===== src/rtl/fact_arb_pkg.sv =====
// Shared definitions for the factorial-unit arbiter: FSM encoding,
// fact register addresses and STATUS bit positions.
package fact_arb_pkg;

    typedef enum logic [2:0] {
        S_IDLE,
        S_LOAD_N,
        S_GO,
        S_POLL,
        S_READ,
        S_RESP
    } state_t;

    localparam logic [1:0] FACT_N   = 2'd0;
    localparam logic [1:0] FACT_GO  = 2'd1;
    localparam logic [1:0] FACT_ST  = 2'd2;
    localparam logic [1:0] FACT_RES = 2'd3;

    localparam int ST_DONE = 0;
    localparam int ST_ERR  = 1;

endpackage


===== src/rtl/fact_arb_rr_arb2.sv =====
// Two-way round-robin pick: a lone request always wins, a tie goes to
// the requester that was not served last.
module rr_arb2
    import fact_arb_pkg::*;
(
    input  logic [1:0] req,
    input  logic       last,
    output logic [1:0] grant
);

    assign grant[0] = req[0] & (~req[1] | last);
    assign grant[1] = req[1] & (~req[0] | ~last);

endmodule


===== src/rtl/fact_arb.sv =====
// Shares one factorial register block between two requesters; runs the
// write-N / GO / poll / read-result sequence for each granted job.
module fact_arb
    import fact_arb_pkg::*;
#(
    parameter int TIMEOUT = 255
) (
    input  logic        clk,
    input  logic        rst,
    input  logic        req0,
    input  logic        req1,
    input  logic [3:0]  n0,
    input  logic [3:0]  n1,
    output logic        gnt0,
    output logic        gnt1,
    output logic        done0,
    output logic        done1,
    output logic [31:0] res,
    output logic        err,
    output logic        busy,
    output logic [1:0]  f_a,
    output logic        f_we,
    output logic [31:0] f_wd,
    input  logic [31:0] f_rd
);

    localparam int CW = $clog2(TIMEOUT + 1);
    localparam logic [CW-1:0] CNT_LAST = CW'(TIMEOUT - 1);

    state_t        state;
    logic          id;
    logic          last;
    logic [CW-1:0] cnt;
    logic [1:0]    grant;
    logic [3:0]    n_sel;

    rr_arb2 u_rr (
        .req   ({req1, req0}),
        .last  (last),
        .grant (grant)
    );

    assign n_sel = grant[1] ? n1 : n0;

    // Outputs are registered alongside the state: each transition loads
    // the values the next state presents, so they line up with it.
    always_ff @(posedge clk) begin
        if (rst) begin
            state <= S_IDLE;
            id    <= 1'b0;
            last  <= 1'b1;
            cnt   <= '0;
            gnt0  <= 1'b0;
            gnt1  <= 1'b0;
            done0 <= 1'b0;
            done1 <= 1'b0;
            res   <= '0;
            err   <= 1'b0;
            busy  <= 1'b0;
            f_a   <= FACT_ST;
            f_we  <= 1'b0;
            f_wd  <= '0;
        end else begin
            gnt0  <= 1'b0;
            gnt1  <= 1'b0;
            done0 <= 1'b0;
            done1 <= 1'b0;
            res   <= '0;
            err   <= 1'b0;
            f_we  <= 1'b0;
            case (state)
                S_IDLE: begin
                    if (|grant) begin
                        id    <= grant[1];
                        gnt0  <= grant[0];
                        gnt1  <= grant[1];
                        f_a   <= FACT_N;
                        f_we  <= 1'b1;
                        f_wd  <= {28'b0, n_sel};
                        busy  <= 1'b1;
                        state <= S_LOAD_N;
                    end
                end
                S_LOAD_N: begin
                    f_a   <= FACT_GO;
                    f_we  <= 1'b1;
                    f_wd  <= 32'd1;
                    state <= S_GO;
                end
                S_GO: begin
                    f_a   <= FACT_ST;
                    cnt   <= '0;
                    state <= S_POLL;
                end
                S_POLL: begin
                    cnt <= cnt + 1'b1;
                    // Err beats Done, and Done beats the timeout.
                    if (f_rd[ST_ERR] || (!f_rd[ST_DONE] && cnt == CNT_LAST)) begin
                        err   <= 1'b1;
                        done0 <= ~id;
                        done1 <= id;
                        state <= S_RESP;
                    end else if (f_rd[ST_DONE]) begin
                        f_a   <= FACT_RES;
                        state <= S_READ;
                    end
                end
                S_READ: begin
                    res   <= f_rd;
                    done0 <= ~id;
                    done1 <= id;
                    f_a   <= FACT_ST;
                    state <= S_RESP;
                end
                S_RESP: begin
                    last  <= id;
                    busy  <= 1'b0;
                    state <= S_IDLE;
                end
                default: state <= S_IDLE;
            endcase
        end
    end

endmodule


===== config.mk =====
export PLATFORM = sky130hd
export DESIGN_NAME = fact_arb
export DESIGN_NICKNAME = d
export VERILOG_FILES = /design/src/rtl/fact_arb_pkg.sv /design/src/rtl/fact_arb_rr_arb2.sv /design/src/rtl/fact_arb.sv
export SDC_FILE = /design/constraint.sdc
export NUM_CORES = 1
export LEC_CHECK = 0
export CORE_ASPECT_RATIO = 0.75
export CORE_MARGIN = 1
export CORE_UTILIZATION = 40
export DETAILED_ROUTE_END_ITERATION = 7
export PLACE_DENSITY = 0.87
export SYNTH_ARGS = -nofsm -noshare
export SYNTH_HDL_FRONTEND = slang
export SYNTH_SLANG_ARGS = --single-unit

===== constraint.sdc =====
create_clock -name clk -period 1.9 [get_ports clk]
set_input_delay 0.38 -clock clk [delete_from_list [all_inputs] [get_ports clk]]
set_output_delay 0.38 -clock clk [all_outputs]
set_load 0.05 [all_outputs]

==> results.sh <==
export IMPL_status="complete, no violations"
export IMPL_synth_area_um2=2297
export IMPL_p_leak_nw=1.463
export IMPL_cts_tree="done"
export IMPL_root_buffer="clkbuf_8"
export IMPL_avgSynthCellArea_um2=9.859
export IMPL_grt_setup_unrepaired="false"
export IMPL_hold_depth=2
export IMPL_hp_class="register to register"
export IMPL_slowest_stage="clkdlybuf4s50_1"
export IMPL_synth_seq_cells=58
export IMPL_area_growth_pct=48.91
export IMPL_drive_gt1_share_pct=9.552
export IMPL_wirelength_um=4970
export IMPL_cts_sinks=58
export IMPL_skew_ps=4.005
export IMPL_rows=23
export IMPL_antenna_found_initial=0
export IMPL_grt_ovfl_total=0
export IMPL_cts_made_buffers=9
export IMPL_diodes=0
export IMPL_synthCells=233
export IMPL_drv_slew=0
export IMPL_synth_edf_count=0
export IMPL_crit_fanout=2
export IMPL_p_sw_mw=1.081
export IMPL_synth_ff_type="dfxtp_1"
export IMPL_synth_largest_area_cell="dfxtp_1"
export IMPL_hold_violations=0
export IMPL_drt_iter0_drc=47
export IMPL_initial_core_util_pct=42.24
export IMPL_power_frac_clock_pct=36.6
export IMPL_ys_warnings_count=0
export IMPL_htreeDepth=3
export IMPL_vias=1820
export IMPL_path_cells="clkdlybuf4s50_1"
export IMPL_p_seq_share_pct=39.3
export IMPL_tightest_slew_ps=571.9
export IMPL_dieArea_um2=6053
export IMPL_chipHeight_um=67.63
export IMPL_insertion_delay_ps=330
export IMPL_cp_arrival_ps=1460
export IMPL_wire_per_inst_um=12.12
export IMPL_internal_power_mw=2.409
export IMPL_chipWidth_um=89.51
export IMPL_relSlewSlack_pct=60.89
export IMPL_ant_nets=0
export IMPL_multi_input_area_um2=963.4
export IMPL_ir_drop_uv=490.7
export IMPL_critical_path_buf_inv_count=1
export IMPL_critPathRequiredTime_ps=1520
export IMPL_power_mw=3.490
export IMPL_fmax_mhz=542.2
export IMPL_synthTopCellsByArea="dfxtp_1 51%, buf_4 9.5%, and2_1 8.7%"
export IMPL_setup_viol=0
export IMPL_drc_errors=0
export IMPL_yosys_area_top_type_share_pct=50.54
export IMPL_final_fill_count=421
export IMPL_finalCritPeriodShare_pct=97.08
export IMPL_synth_async_reset_ratio_pct=0
export IMPL_layout_min_cycle_time_ps=1844
export IMPL_power_density_nw_per_um2=1020
export IMPL_cpPeakStageDelay_ps=800
export IMPL_cts_resized=0
export IMPL_portBuffers=88
export IMPL_grt_pass1_vias=1618
export IMPL_netlist_top_cells_count="58 x dfxtp_1, 32 x and2_1, 29 x buf_4"
export IMPL_grt_max_degree=32
export IMPL_synth_most_common_cell="dfxtp_1"
export IMPL_place_gp_congestion=0.8557
export IMPL_drt_vias_per_instance=4.439
export IMPL_yosysSeqAreaShare_pct=50.54
export IMPL_clk_pin_slew_worst_paths_ps=60
export IMPL_swShare_pct=30.98
export IMPL_cts_buffer_depth=2
export IMPL_hpwl_um=3672
export IMPL_crit_path_end_kind="primary output"
export IMPL_combPwrFrac_pct=24.0
export IMPL_cts_setup_buffers=0
export IMPL_synth_cell_type_count=41
export IMPL_hold_buffers=0
export IMPL_final_nets=376
export IMPL_ios=117
export IMPL_setup_worst_path_class="register to primary output"
export IMPL_worst_hold_slack_ps=461.1
export IMPL_dr_pass1_iters=4
export IMPL_startpoint_type="register"
export IMPL_core_area_um2=5439
export IMPL_grt_pass1_wl_um=7541
export IMPL_path_delay_family="buffers and inverters"
export IMPL_grt_util_all_layers_pct=17.16
export IMPL_worstRegToRegCells=4
export IMPL_drv_cap=0
export IMPL_cp_depth=1
export IMPL_seq_area_um2=1161
routing by layer:
layer	GRT usage [%]	vias to the layer above	share of wire (%)
met5	0	-	0
met4	5.952	0	1.1
met3	9.780	9	11
met2	27.19	93	46
met1	19.45	802	42
li1	-	916	-
metrics by stage:
stage / utilization (%) / setup WS (ps) / instances / area (µm²) / setup TNS, ps
after floorplan: - / 466.7 / 260 / 2399 / 0
after global routing: 62.89 / 0.7467 / 410 / 3421 / 0
after detailed placement: 58.41 / -47.26 / 394 / 3177 / -47.26
final: 62.89 / 55.50 / 410 / 3421 / 0
after global placement: 58.41 / 35.81 / 394 / 3177 / 0
after CTS: 62.62 / 11.72 / 410 / 3406 / 0
state kept, by name, indices dropped and copies added (netlist names):
register and cells:
state 3, res 32, gnt1 1, f_wd 4, gnt0 1, done1 1
last 1, f_a 2, cnt 8, done0 1, busy 1, err 1
id 1, f_we 1
cell families after synthesis:
group	synth area share, %
flops	50.54
simple gates	21.02
other cells	0.1632
mux	2.614
xor+xnor	2.288
fa+ha+maj	1.089
compound gates	10.35
buf+inv	11.93
placed cells by master, fill, tap and decap left out, drive strengths merged, types with 2 or more instances in the layout:
cell type | netlist | routed
clkdlybuf4s50 | 0 | 80
dfxtp | 58 | 58
and2 | 32 | 32
conb | 1 | 28
nor2 | 20 | 20
clkbuf | 4 | 12
nand2 | 10 | 10
buf | 33 | 10
a21oi | 10 | 10
nor3 | 7 | 7
inv | 6 | 6
mux2i | 6 | 6
dlymetal6s2s | 0 | 6
o21ai | 5 | 5
a2111oi | 5 | 5
o21a | 4 | 4
xnor2 | 3 | 3
xor2 | 3 | 3
nand3 | 3 | 3
nand3b | 2 | 2
and2b | 2 | 2
nand2b | 2 | 2
ha | 2 | 2
bufinv | 0 | 2
nand4 | 2 | 2
o41ai | 2 | 2
or3 | 2 | 2
clkinv | 0 | 2
area by class of cell:
type | count | share of cell area (%)
sequential | 58 | 33.94
tap | 75 | 2.743
clock buffer | 12 | 4.535
multi-input combinational | 159 | 28.16
inverter | 6 | 0.6584
timing repair buffer | 96 | 27.80
clock inverter | 4 | 2.158
power by group through the flow:
stage	sequential [mW]	combinational [mW]	clock [mW]
floorplan	1.57	0.449	0
global placement	1.40	0.827	0
detailed placement	1.40	0.836	0
CTS	1.37	0.843	1.32
global route	1.38	0.896	1.37
finish	1.37	0.839	1.28
path summary, 6_finish.rpt:
path / startpoint / slack (ps) / end
max reg2reg: state[0] / 220 / f_a[0]
min: busy / 460 / busy
max: f_wd[3] / 60 / f_wd[3]
min reg2reg: busy / 460 / busy
worst register-to-register path, delay by kind of cell (launching register included):
family,cells,cell delay [ps]
buffers and inverters,1,150
flip-flops,1,620
AO/OA/AOI/OAI,3,840
(Power assumes the default switching activity.)
